$ cat config.mk
export PLATFORM = sky130hd
export DESIGN_NAME = cva6_lsu_model_param
export DESIGN_NICKNAME = d
export VERILOG_FILES = /design/src/rtl/cva6_lsu_model_param.sv
export SDC_FILE = /design/constraint.sdc
export NUM_CORES = 1
export LEC_CHECK = 0
export ABC_CLOCK_PERIOD_IN_PS = 2050
export CAP_MARGIN = 20
export CORE_ASPECT_RATIO = 1.1
export CORE_MARGIN = 4
export CORE_UTILIZATION = 30
export DETAILED_ROUTE_END_ITERATION = 7
export PLACE_DENSITY = 0.56
export SYNTH_ARGS = -nofsm -noshare
export SYNTH_HDL_FRONTEND = slang
export SYNTH_SLANG_ARGS = --single-unit
$ cat constraint.sdc
create_clock -name clk_i -period 2.05 [get_ports clk_i]
set_clock_uncertainty 0.15 [all_clocks]
set_input_delay 0.41 -clock clk_i [delete_from_list [all_inputs] [get_ports clk_i]]
set_output_delay 0.41 -clock clk_i [all_outputs]
set_load 0.02 [all_outputs]
$ cat src/rtl/cva6_lsu_model_param.sv
// -----------------------------------------------------------------------------
// cva6_lsu_model_param
//
// Timing model of the CVA6 load/store unit. It tracks up to LD_DEPTH
// outstanding loads and ST_DEPTH outstanding stores in two independent
// in-order queues. Memory responses retire the oldest entry of their kind.
// A load whose word address matches any pending store is held off until
// every matching store has retired (read-after-write stall).
//
// Ports:
//   clk_i            rising-edge clock
//   rst_ni           asynchronous active-low reset
//   instr_i          request address (byte address; bits [1:0] ignored for RAW)
//   is_load_i        1 = load, 0 = store
//   instr_valid_i    request valid
//   store_mem_resp_i retires the oldest outstanding store
//   load_mem_resp_i  retires the oldest outstanding load
//   ready_o          request can be accepted this cycle (combinational)
//   ld_count_o       outstanding loads
//   st_count_o       outstanding stores
//   raw_stall_o      a valid load is blocked by a pending-store match
//   err_o            sticky protocol error (response with nothing outstanding)
// -----------------------------------------------------------------------------
module cva6_lsu_model_param #(
    parameter int ADDR_W    = 32,
    parameter int LD_DEPTH  = 2,
    parameter int ST_DEPTH  = 4,
    parameter int RAW_CHECK = 1,
    localparam int LD_CW    = $clog2(LD_DEPTH + 1),
    localparam int ST_CW    = $clog2(ST_DEPTH + 1)
) (
    input  logic              clk_i,
    input  logic              rst_ni,
    input  logic [ADDR_W-1:0] instr_i,
    input  logic              is_load_i,
    input  logic              instr_valid_i,
    input  logic              store_mem_resp_i,
    input  logic              load_mem_resp_i,
    output logic              ready_o,
    output logic [LD_CW-1:0]  ld_count_o,
    output logic [ST_CW-1:0]  st_count_o,
    output logic              raw_stall_o,
    output logic              err_o
);

    localparam int LD_PW = (LD_DEPTH > 1) ? $clog2(LD_DEPTH) : 1;
    localparam int ST_PW = (ST_DEPTH > 1) ? $clog2(ST_DEPTH) : 1;
    localparam int TAG_W = ADDR_W - 2;

    // Store queue: word address per slot plus a valid bit that qualifies it.
    logic [TAG_W-1:0] r_st_addr [ST_DEPTH];
    logic [ST_DEPTH-1:0] r_st_valid;
    logic [ST_PW-1:0]    r_st_head;
    logic [ST_PW-1:0]    r_st_tail;
    logic [ST_CW-1:0]    r_st_count;

    // Load queue: occupancy only, load addresses are never compared.
    logic [LD_PW-1:0]    r_ld_head;
    logic [LD_PW-1:0]    r_ld_tail;
    logic [LD_CW-1:0]    r_ld_count;

    logic                r_err;

    logic [TAG_W-1:0]    w_tag;
    logic                w_raw_hit;
    logic                w_ld_room;
    logic                w_st_room;
    logic                w_ld_push;
    logic                w_st_push;
    logic                w_ld_pop;
    logic                w_st_pop;
    logic                w_resp_err;
    logic                w_unused;

    // Circular-pointer increment that wraps at DEPTH-1, so non-power-of-two
    // depths never visit the unused pointer codes.
    function automatic logic [ST_PW-1:0] st_ptr_inc(input logic [ST_PW-1:0] p);
        return (p == ST_PW'(ST_DEPTH - 1)) ? '0 : p + 1'b1;
    endfunction

    function automatic logic [LD_PW-1:0] ld_ptr_inc(input logic [LD_PW-1:0] p);
        return (p == LD_PW'(LD_DEPTH - 1)) ? '0 : p + 1'b1;
    endfunction

    assign w_tag = instr_i[ADDR_W-1:2];

    // Byte offset is irrelevant to the word match; load pointers exist only
    // to keep the load queue's bookkeeping symmetrical with the store queue.
    assign w_unused = ^{instr_i[1:0], r_ld_head, r_ld_tail};

    // NOTE: combinational blocks use blocking '=' with a default assigned
    // first, so every path drives the signal and no latch is inferred.
    always_comb begin
        w_raw_hit = 1'b0;
        for (int i = 0; i < ST_DEPTH; i++) begin
            if (r_st_valid[ST_PW'(i)] && (r_st_addr[ST_PW'(i)] == w_tag)) begin
                w_raw_hit = 1'b1;
            end
        end
        if (RAW_CHECK == 0) begin
            w_raw_hit = 1'b0;
        end
    end

    // Room is judged on registered occupancy only: a response arriving this
    // cycle does not free a slot for a request in the same cycle.
    assign w_ld_room = (r_ld_count < LD_CW'(LD_DEPTH));
    assign w_st_room = (r_st_count < ST_CW'(ST_DEPTH));

    assign ready_o     = is_load_i ? (w_ld_room & ~w_raw_hit) : w_st_room;
    assign raw_stall_o = instr_valid_i & is_load_i & w_raw_hit & w_ld_room;

    assign w_ld_push = instr_valid_i &  is_load_i & ready_o;
    assign w_st_push = instr_valid_i & ~is_load_i & ready_o;

    assign w_ld_pop  = load_mem_resp_i  & (r_ld_count != '0);
    assign w_st_pop  = store_mem_resp_i & (r_st_count != '0);

    assign w_resp_err = (load_mem_resp_i  & (r_ld_count == '0))
                      | (store_mem_resp_i & (r_st_count == '0));

    // NOTE: sequential state uses non-blocking '<=' so every register samples
    // the pre-edge values regardless of statement order.
    always_ff @(posedge clk_i or negedge rst_ni) begin
        if (!rst_ni) begin
            r_st_valid <= '0;
            r_st_head  <= '0;
            r_st_tail  <= '0;
            r_st_count <= '0;
            r_ld_head  <= '0;
            r_ld_tail  <= '0;
            r_ld_count <= '0;
            r_err      <= 1'b0;
        end else begin
            // Push needs a free slot and pop needs an occupied one, so head
            // and tail never name the same slot when both happen together.
            if (w_st_pop) begin
                r_st_valid[r_st_head] <= 1'b0;
                r_st_head             <= st_ptr_inc(r_st_head);
            end
            if (w_st_push) begin
                r_st_valid[r_st_tail] <= 1'b1;
                r_st_tail             <= st_ptr_inc(r_st_tail);
            end
            r_st_count <= r_st_count + ST_CW'(w_st_push) - ST_CW'(w_st_pop);

            if (w_ld_pop) begin
                r_ld_head <= ld_ptr_inc(r_ld_head);
            end
            if (w_ld_push) begin
                r_ld_tail <= ld_ptr_inc(r_ld_tail);
            end
            r_ld_count <= r_ld_count + LD_CW'(w_ld_push) - LD_CW'(w_ld_pop);

            if (w_resp_err) begin
                r_err <= 1'b1;
            end
        end
    end

    // NOTE: the address storage has no reset; r_st_valid qualifies every
    // slot, so stale addresses are never observed and the array maps to
    // plain flops or RAM without a reset network.
    always_ff @(posedge clk_i) begin
        if (w_st_push) begin
            r_st_addr[r_st_tail] <= w_tag;
        end
    end

    assign ld_count_o = r_ld_count;
    assign st_count_o = r_st_count;
    assign err_o      = r_err;

endmodule

=== Word-level counts from Yosys, hierarchy flattened ===
Memories as Yosys holds them, arrays and structs flattened.
Index checks and enable logic that the tools add are counted.

* Bits of input ports: 38
* Output and inout bits: 8
* Word-level logic and storage cells: 61
* RAM bits: 120
* Bits in registers: 14
* Memories kept: 1

* Add/subtract/negate cells: 6
* Reductions and logical operators: 8
* Bitwise logic cells: 17
* Eq/ne operators: 4
* Order comparisons: 6
* Muxes and demuxes: 13

{| class="wikitable"
|+ Memories
! name !! depth !! bits a word !! read ports !! clocked after memory_dff !! wr ports !! line !! RTL
|-
| r_st_addr || 4 || 30 || 2 || 0 || 1 || 51 || <nowiki>logic [TAG_W-1:0] r_st_addr [ST_DEPTH];</nowiki>
|}

{| class="wikitable"
|+ Operators by type and width
! operator !! count
|-
| 30-bit equality test || 2
|-
| 1-bit bitwise AND || 11
|-
| 4-bit two-way mux || 2
|-
| 1-bit two-way mux || 7
|-
| 2-bit by 3-bit < comparator with 1-bit output (second input constant) || 2
|-
| 2-bit by 1-bit adder with 2-bit output (second input constant) || 2
|-
| 4-bit bitwise AND || 1
|-
| 1-bit demux with 2-bit select || 2
|-
| 2-bit equality test (second input constant) || 2
|-
| 2-bit by 1-bit greater-or-equal comparator with 1-bit output (second input constant) || 2
|-
| 1-bit logical AND || 4
|-
| 2-bit two-way mux || 2
|-
| 4-bit inverter || 1
|-
| 4-bit bitwise OR || 1
|-
| 3-bit by 1-bit adder with 3-bit output || 1
|-
| 3-bit logical NOT || 1
|-
| 3-bit < comparator (second input constant) || 1
|-
| 3-bit nonzero test || 1
|-
| 3-bit by 1-bit subtractor with 3-bit output || 1
|-
| 2-bit by 1-bit adder with 2-bit output || 1
|-
| 2-bit logical NOT || 1
|-
| 2-bit < comparator (second input constant) || 1
|-
| 1-bit inverter || 2
|-
| 2-bit nonzero test || 1
|-
| 2 further kinds || 2
|}

=== Logic depth before layout (Yosys ltp) ===
Gate-level depths: netlist of run 1.

* Depth after elaboration: 10
* Mapped depth: 10
* Mapped depth without buffers: 10

=== Worst setup path before layout of run 1 ===
OpenSTA, ideal clock, no wires.

* Path type: register to register
* From: register r_st_count[2] (netlist: st_count_o[2])
* To: register r_st_count[2] (netlist: st_count_o[2])
* Stages on the path, launching flop included: 10
* Setup slack: -0.290 ns
* Period minus slack after synthesis: 2.340 ns
* Buffers on the path: 1
* Arrival time: 2.058 ns
* Path through: dfrtp_1 nor3_1 nor2b_1 buf_2 ha_1 inv_1 ha_1 fa_1 xor2_1 xnor2_1

* Elaborated cells between the ends (all ways): 7
* Classes of those cells: add/sub (2); order compare (1); mux (1); bitwise (2); reduce/logical (1)

{| class="wikitable"
|+ RTL lines
! element !! line !! RTL
|-
| start, declared || 55 || <nowiki>logic [ST_CW-1:0] r_st_count;</nowiki>
|-
| start signal, assigned || 145 || <nowiki>r_st_count <= r_st_count + ST_CW'(w_st_push) - ST_CW'(w_st_pop);</nowiki>
|-
| 3-bit nonzero test || 117 || <nowiki>assign w_st_pop = store_mem_resp_i & (r_st_count != '0);</nowiki>
|-
| 1-bit bitwise AND || 117 ||
|-
| net w_st_pop || 71 || <nowiki>logic w_st_pop;</nowiki>
|-
| 3-bit by 1-bit subtractor with 3-bit output || 145 ||
|}

The timed path passes the listed nets, and every way through them passes these cells.
A chain may end at the register's enable or synchronous reset.

==> results of run 1 <==
cells in the final DEF (no fill, tap or decap), drive strengths merged, types with 3 or more instances in the layout:
cell and count:
xnor2 63, o21ai 3, clkbuf 9, nor2b 3, nand2 5, nand4 14, dfrtp 12, nand3 3
nor2 3, clkdlybuf4s50 5, bufinv 3, dlygate4sd2 33, inv 10, ha 10, buf 43, nor4 4
edfxtp 60, dlymetal6s2s 3
worst paths after layout:
| check | slack, ns | depth (start not counted) | endpoint | from |
|---|---|---|---|---|
| setup reg to reg | -0.25 | 11 | ld_count_o[1] | r_st_addr[1][15] |
| min in group clk_i | 0.35 | 1 | err_o | err_o |
| hold reg to reg | 0.35 | 1 | err_o | err_o |
| max in group asynchronous | 1.05 | 1 | st_count_o[1] | rst_ni |
| setup / recovery | -0.39 | 6 | ready_o | r_st_addr[1][15] |
| hold / removal | 0.28 | 1 | ld_count_o[1] | rst_ni |
per-stage QoR:
stage / hold slack [ns] / setup WS (ns) / setup TNS (ns)
after floorplan: -0.0356 / -0.137 / -0.137
after global placement: 0.324 / -1.21 / -8.94
after detailed placement: 0.321 / -1.19 / -9.10
after CTS: 0.299 / -0.433 / -1.27
after global routing: 0.317 / -0.532 / -1.74
final: 0.278 / -0.390 / -1.11
area by class of cell:
class                           instances  area, sq um
Antenna cell                            1         2.50
Multi-Input combinational cell        121         1150
Timing Repair Buffer                   84          724
Tap cell                              140          175
Inverter                                9         33.8
Fill cell                             942         5600
Sequential cell                        72         2110
Clock buffer                            9          124
Clock inverter                          7          119
layer usage:
layer | vias up | share of wire (%)
met3 | 9 | 5.7
li1 | 919 | -
met1 | 873 | 44
met2 | 37 | 49
met4 | 2 | 1.3
met5 | - | 0.21
what timing repair did:
item | CTS | global route
gates resized for setup | 60 | 6
buffers inserted | 1 | 2
endpoints found under the setup margin | 7 | 8
pin swaps | 28 | 10
critical path: stages (launching register included):
cell and delay [ns]:
sky130_fd_sc_hd__edfxtp_1 0.39, sky130_fd_sc_hd__xnor2_1 0.19, sky130_fd_sc_hd__nand4_1 0.15, sky130_fd_sc_hd__nor4_2 0.36, sky130_fd_sc_hd__a22oi_2 0.15, sky130_fd_sc_hd__o2bb2ai_1 0.15, sky130_fd_sc_hd__buf_4 0.16
logic make-up (layout without fill, tap and decap cells):
logic type | after synthesis | count (layout) | share of synthesized area [%]
buffers and inverters | 10 | 109 | 1.24
AOI/OAI and AO/OA | 8 | 8 | 1.80
and+or+nand+nor | 37 | 37 | 6.79
xor gates and xnor gates | 64 | 64 | 17.9
adders and majority gates | 11 | 11 | 4.64
DFF | 72 | 72 | 67.1
other | 0 | 1 | 0
muxes | 1 | 1 | 0.479
registers in the layout (all words and copies together) (netlist names):
name,count
r_st_head,2
r_st_addr,60
r_st_tail,2
r_st_valid,2
ld_count_o,2
err_o,1
st_count_o,3
power breakdown:
group	switching, mW	total [mW]	leakage (nW)	internal, mW
Combinational	0.537	1.16	0.831	0.621
Clock	0.547	1.36	0.117	0.810
Sequential	0.143	1.96	0.682	1.82
Total	1.23	4.47	1.63	3.25
==> impl_summary.md, run 1 <==
Outcome
The run finished, with violations left. The final reports fail on negative setup slack.

Yosys
The netlist uses 24 different library cells. The most used standard cell by instance count after synthesis is sky130_fd_sc_hd__xnor2_1. The warning count from the yosys run is 0. Counting every instance in the synthesized netlist gives between 200 and 250. In this run the cell area of the synthesized design comes to between 0.003 and 0.004 sq mm. The sequential element share of the synthesized area is between 60% and 70%.

Of all cell types, the one taking the most synthesized area is sky130_fd_sc_hd__edfxtp_1. Ranked by total cell area, the synthesized netlist is headed by sky130_fd_sc_hd__edfxtp_1 58%, sky130_fd_sc_hd__xnor2_1 18%, sky130_fd_sc_hd__dfrtp_1 9.6%. Synthesis produced a netlist with a net count of approximately 250. Counting flops with an async set or reset pin after synthesis yields a share of between 15 and 20%.

In this run the mean area of a mapped cell was roughly 15 sq um. The commonest register cell after synthesis is sky130_fd_sc_hd__edfxtp_1. Ranked by instance count, the synthesized netlist is headed by 63 x sky130_fd_sc_hd__xnor2_1, 60 x sky130_fd_sc_hd__edfxtp_1, 14 x sky130_fd_sc_hd__nand4_1.

The portion of synthesized cell area occupied by the leading cell type is between 50% and 60%. In this run, synthesis inferred 60 flip-flops with an integrated enable. The synthesized design contains 72 register bits.

STA
The minimum period implied by the final worst setup slack is 2.44 ns. The final-report max-slew violation count was 0. The actual transition at the worst max-transition pin is approximately 0.58 ns. Static timing analysis puts the maximum clock frequency at a little over 400 MHz. The final number of setup-violating endpoints is 5. The final count of hold timing violations is 0. Dividing the final minimum period by the clock period gives 119%. The worst slew margin relative to its limit is approximately 61%. Setup repair after global routing could not meet its margin everywhere. The final worst-path setup slack is -0.390 ns.

Floorplanning
The I/O pin total is between 40 and 50. The starting density of the core is ~31%. The cell row count is 38. The total die area is about 0.012 sq mm. The die is 115 um tall.

After floorplanning, the core was sized to cover 0.0100 sq mm. In this run the horizontal extent of the chip is around 110 um.

Global routing
In this run the most used layer during global routing was met2. The global-route total usage across every layer is around 11%. Entering global routing, the biggest net connects 26 pins. The met3 track demand over resource in global routing is roughly 4.5%. The initial antenna violation count is 2.

For this run, global-route usage on met2 was measured as roughly 18%. Global routing consumed, on the met1 layer, around an eighth of the routing resources. Summed over all layers, the global routing overflow is 0. The global-route wire length before repair is approximately 9900 um. The number of global-route vias before repair is slightly below 2000.

Placement
The number of cells after detailed placement is around 430. Once detailed placement completed, the half-perimeter wirelength came to ~4400 um. Buffers placed on the I/O ports in this run total 43. At the end of routability-driven placement, the weighted congestion stood at approximately 0.73.

The area after detailed placement is around 0.0041 sq mm.

Power and ir drop
The leakage power of the design is 1.63 nW. In this run the power density over the cells is 1010 mW/mm^2. Total power for the finished layout comes to 4.47 mW. VDD sags by at most between 600 and 700 uV.

Critical path
For the worst setup path, the data required time is ~1.5 ns. The critical path arrival is around 1.9 ns. STA classifies the critical path endpoint as an output pin. The worst setup path is launched from a flip-flop. Of all nets on the critical path, the largest fanout is 3. The type of the worst setup path is flip-flop to output pin.

Routing
Once detail routing completed, the nets flagged for antenna violations numbered 0. After detailed routing, the average wire length per cell comes to between 10 and 15 um. For this block, the initial DRC count from the detailed router was 55. The routed design has between 6000 and 7000 um of wire. The final route contains ~1800 vias. The total DRC errors in the routed layout is 0. Using the TritonRoute via totals, the vias-per-cell ratio works out to between 4 and 5. The iteration count of the initial detailed-routing pass is 4.

Clocking
TritonCTS built the clock tree. The cell sitting at the root of the clock tree is a sky130_fd_sc_hd__clkbuf_8. The number of buffers added to fix hold violations after cts is 0. In this run, CTS created clock tree buffers numbering 9. Counting every sink on the clock net gives 72.

The clock latency on the worst-skew pair is between 0.3 and 0.4 ns. CTS built an H-tree with a depth of 3. The register clock-pin slew on the reported worst setup and hold paths is ~0.080 ns. No sink is reached through more buffers than the 2 on the longest clock path.

Finish
At the end of the flow, the number of nets in the layout was 346. The proportion of layout cells with a drive suffix above 1 is around 28%. Measured on the finished design, the core utilization comes to ~44%. The final cell count without fillers is 443. The relative area change from synthesis to final layout is 41.7%. After routing the design area is 0.00444 sq mm.

Job
Max-cap violations in this run came to 0.

Hold path
The worst hold-check path type is input pin to async pin.
No activity file was read; power rests on OpenSTA's default activity.
==> run 2: changes to the inputs <==
--- a/config.mk
+++ b/config.mk
@@ -12,6 +12,7 @@
 export CORE_UTILIZATION = 30
 export DETAILED_ROUTE_END_ITERATION = 7
 export PLACE_DENSITY = 0.56
+export SETUP_SLACK_MARGIN = 0.2
 export SYNTH_ARGS = -nofsm -noshare
 export SYNTH_HDL_FRONTEND = slang
 export SYNTH_SLANG_ARGS = --single-unit
==> run 2 against run 1 <==
Net effect:
- the run still ends with negative setup slack left
- via count increased by 1.4%
- sequential share of layout area is essentially flat
- die area unchanged
- setup slack improved by 0.0017 ns
- non-clock buffer count increased by 7
- critical path depth up 2
- clock power decreased by 13%
- global-route usage fell by 0.37 points
- combinational power is essentially flat
- flip-flop and latch count stayed put
- largest cell class unchanged
==> impl_summary.md, run 2 (synthesis results as in run 1) <==
Routing
The final wirelength is around 5900 um. The average wire length per cell after detail routing is 13.2 um. The first TritonRoute pass finished after 4 iterations.

The via count is 1865. Using the TritonRoute via totals, the vias-per-cell ratio works out to ~4.2. The total DRC errors in the routed layout is 0. The number of routed nets with antenna violations is 0. The violation count after the first detailed-routing iteration is 95.

Finish
Of the cells placed in the final design, the portion with a size suffix greater than 1 is between 30 and 40%. The number of antenna cells inserted is 0. Counting the fill cells in the layout gives 933. The post-route standard cell area excluding fillers is 0.00444 sq mm. The register with the most flip-flops in the layout has 60 of them.

Leaving out filler cells and counting taps, the final layout contains 448. The top cell types in the final layout, fill and taps aside, are 60 x sky130_fd_sc_hd__edfxtp_1, 56 x sky130_fd_sc_hd__xnor2_1, 45 x sky130_fd_sc_hd__buf_4. Cells fill approximately 44% of the core in the end. The number of nets in the finished design is 353. The most common cell after layout, fill and taps aside is sky130_fd_sc_hd__edfxtp_1. Compared with the post-synthesis result, the final layout area differs by 41.8%. The register with the most flip-flops is r_st_addr.

Floorplanning
The I/O pin total is 46. The width of the die is between 100 and 150 um. The height of the chip is roughly 120 um.

The starting density of the core is between 30% and 40%. The standard cell core area is between 0.01 and 0.015 sq mm. The die covers 0.0121 sq mm. The cell row count is 38.

Power and ir drop
Of the total power, registers draw 45.4%. The reported net switching power is ~1.2 mW. The clock network is responsible for around 28% of the overall power. The proportion of power drawn by combinational gates is between 20% and 30%. The peak ir drop on the vdd network is 564 uV. Power spread over the standard cell area amounts to a little under 1000 mW/mm^2. The internal power component is around 3.1 mW. For this design the static power due to leakage is around 1.6 nW. Net switching is between 20 and 30% of the power. The total power is ~4.3 mW.

STA
Setup violations remaining at the end of the flow were counted as 5. The final count of hold timing violations is 0. Measured against its own limit, the worst slew margin works out to a little over 60%. Setup repair after global routing could not meet its margin everywhere.

The timing-limited maximum frequency is just over 400 MHz. The share of the clock period used by the worst path is 119%. Final hold analysis gives a worst-case slack of between 0.2 and 0.3 ns. The final-report max-slew violation count is 0.

After layout, the worst setup slack is -0.388 ns. The sum of negative setup slack is -1.23 ns. The actual transition at the worst max-transition pin is 0.582 ns. The minimum period implied by the final worst setup slack is between 2 and 2.5 ns.

Critical path
The element type at the critical path end is an output pin. The critical path arrival is around 1.9 ns. Data on the critical path is required at its endpoint by roughly 1.5 ns. The number of buffers and inverters on the critical path is 3. The kind of cell adding the most delay to the critical path is buffers and inverters.

Traced cell by cell, the critical path runs through dlygate4sd2_1 > buf_4 > xnor2_2 > nand4_1 > nor4_2 > a22oi_2 > o2bb2ai_2 > buf_6. Among all stages on the critical path, the largest delay is contributed by sky130_fd_sc_hd__nor4_2. The largest single stage delay on the critical path is ~0.33 ns. The type of the worst setup path is input pin to output pin.

The largest fanout on the critical path is 3. The kind of launch point of the worst setup path is an input pin.

Job
The tool flagged a number of max-cap violations equal to 0.

Clocking
After clock tree synthesis, the flow added hold-fix buffers numbering 0. The clock latency on the worst-skew pair is roughly 0.33 ns. TritonCTS built the clock tree.

After clock tree synthesis, the clock-pin slew on the worst setup and hold paths is about 0.070 ns. The clock passes through at most 2 buffers. The clock tree synthesis step divided the H-tree into 3 levels. The total clock buffers created by CTS is 9. The number of clock sinks is 72. The root buffer cell chosen for the clock tree is sky130_fd_sc_hd__clkbuf_8.

Outcome
The flow ran to the end, but the final reports show violations. The checks that failed: negative setup slack.

Global routing
The initial antenna violation count is 0. The global-route total usage across every layer is 10.5%. The maximum number of pins on one net before global-route repair is 28. The total grt overflow is 0. The global-route wire length before repair is approximately 10000 um. The number of global-route vias before repair is roughly 2000.

Placement
The number of cells after detailed placement is 431. Buffers placed on the I/O ports in this run total 43. The final RePlAce weighted congestion is around 0.7. The pre-CTS worst setup slack is -1.21 ns.

Summing all placed instances gives a cell area of slightly above 0.004 sq mm. The post-detailed-placement half-perimeter wirelength is 4320 um.

Hold path
The worst hold path belongs to the class input pin to async pin.
-- run 2: changes by cell type in the layout (fill, tap and decap cells not counted), moves of 2 or more --
cell / before / now
sky130_fd_sc_hd__buf_4: 41 / 45
sky130_fd_sc_hd__buf_6: 0 / 3
sky130_fd_sc_hd__clkdlybuf4s15_1: 0 / 2
sky130_fd_sc_hd__dlymetal6s2s_1: 3 / 0
sky130_fd_sc_hd__dlygate4sd2_1: 33 / 35
sky130_fd_sc_hd__clkdlybuf4s50_1: 5 / 3
sky130_fd_sc_hd__xnor2_2: 5 / 7
sky130_fd_sc_hd__clkinv_2: 0 / 2
sky130_fd_sc_hd__xnor2_1: 58 / 56
-- run 2: area by class of cell --
class,instances,area [sq um],share of cell area [%]
clock inverters,6,85.1,1.92
multi-input cells,121,1140,25.7
inverters,9,33.8,0.761
clock buffers,9,124,2.79
well taps,140,175,3.95
flip-flops and latches,72,2110,47.4
repair buffers,91,773,17.4
-- run 2: power by group through the flow --
stage,Clock (mW),Combinational (mW),Sequential (mW)
CTS,1.22,1.12,1.95
finish,1.19,1.16,1.95
detailed placement,0,1.14,1.97
global placement,0,1.11,1.97
global route,1.30,1.30,1.98
floorplan,0,0.513,2.03
-- run 2: worst paths after layout --
path | start | to | slack [ns] | cells past startpoint
hold / removal | rst_ni | ld_count_o[0] | 0.29 | 1
hold reg to reg | err_o | err_o | 0.36 | 1
max in group asynchronous | rst_ni | st_count_o[1] | 1.04 | 1
min in group clk_i | instr_i[17] | r_st_addr[1][15] | 0.34 | 1
setup reg to reg | r_st_addr[0][17] | ld_count_o[1] | -0.29 | 11
setup / recovery | instr_i[20] | ready_o | -0.39 | 8
-- run 2: worst register-to-register path: stages (launching register included) --
cell and delay [ns]:
sky130_fd_sc_hd__edfxtp_1 0.42, sky130_fd_sc_hd__xnor2_2 0.15, sky130_fd_sc_hd__nand4_1 0.11, sky130_fd_sc_hd__nor4_2 0.06
sky130_fd_sc_hd__buf_4 0.13, sky130_fd_sc_hd__a22oi_2 0.32, sky130_fd_sc_hd__nand3_1 0.13, sky130_fd_sc_hd__ha_1 0.32
sky130_fd_sc_hd__inv_2 0.04, sky130_fd_sc_hd__ha_4 0.15, sky130_fd_sc_hd__xnor2_2 0.12, sky130_fd_sc_hd__xnor2_1 0.12
-- run 2: routing by layer --
metal / vias to the layer above / wire length, um / track usage [%]
met3: 11 / 270 / 2.98
li1: 928 / - / -
met4: 0 / 88 / 4.20
met5: - / 0 / 0
met2: 41 / 2880 / 17.1
met1: 885 / 2690 / 13.3
-- run 2: timing repair --
item,CTS,global route
resized for setup,62,12
endpoints found under the setup margin,12,7
cloned,0,0
setup buffers,1,1
pin swaps,18,10
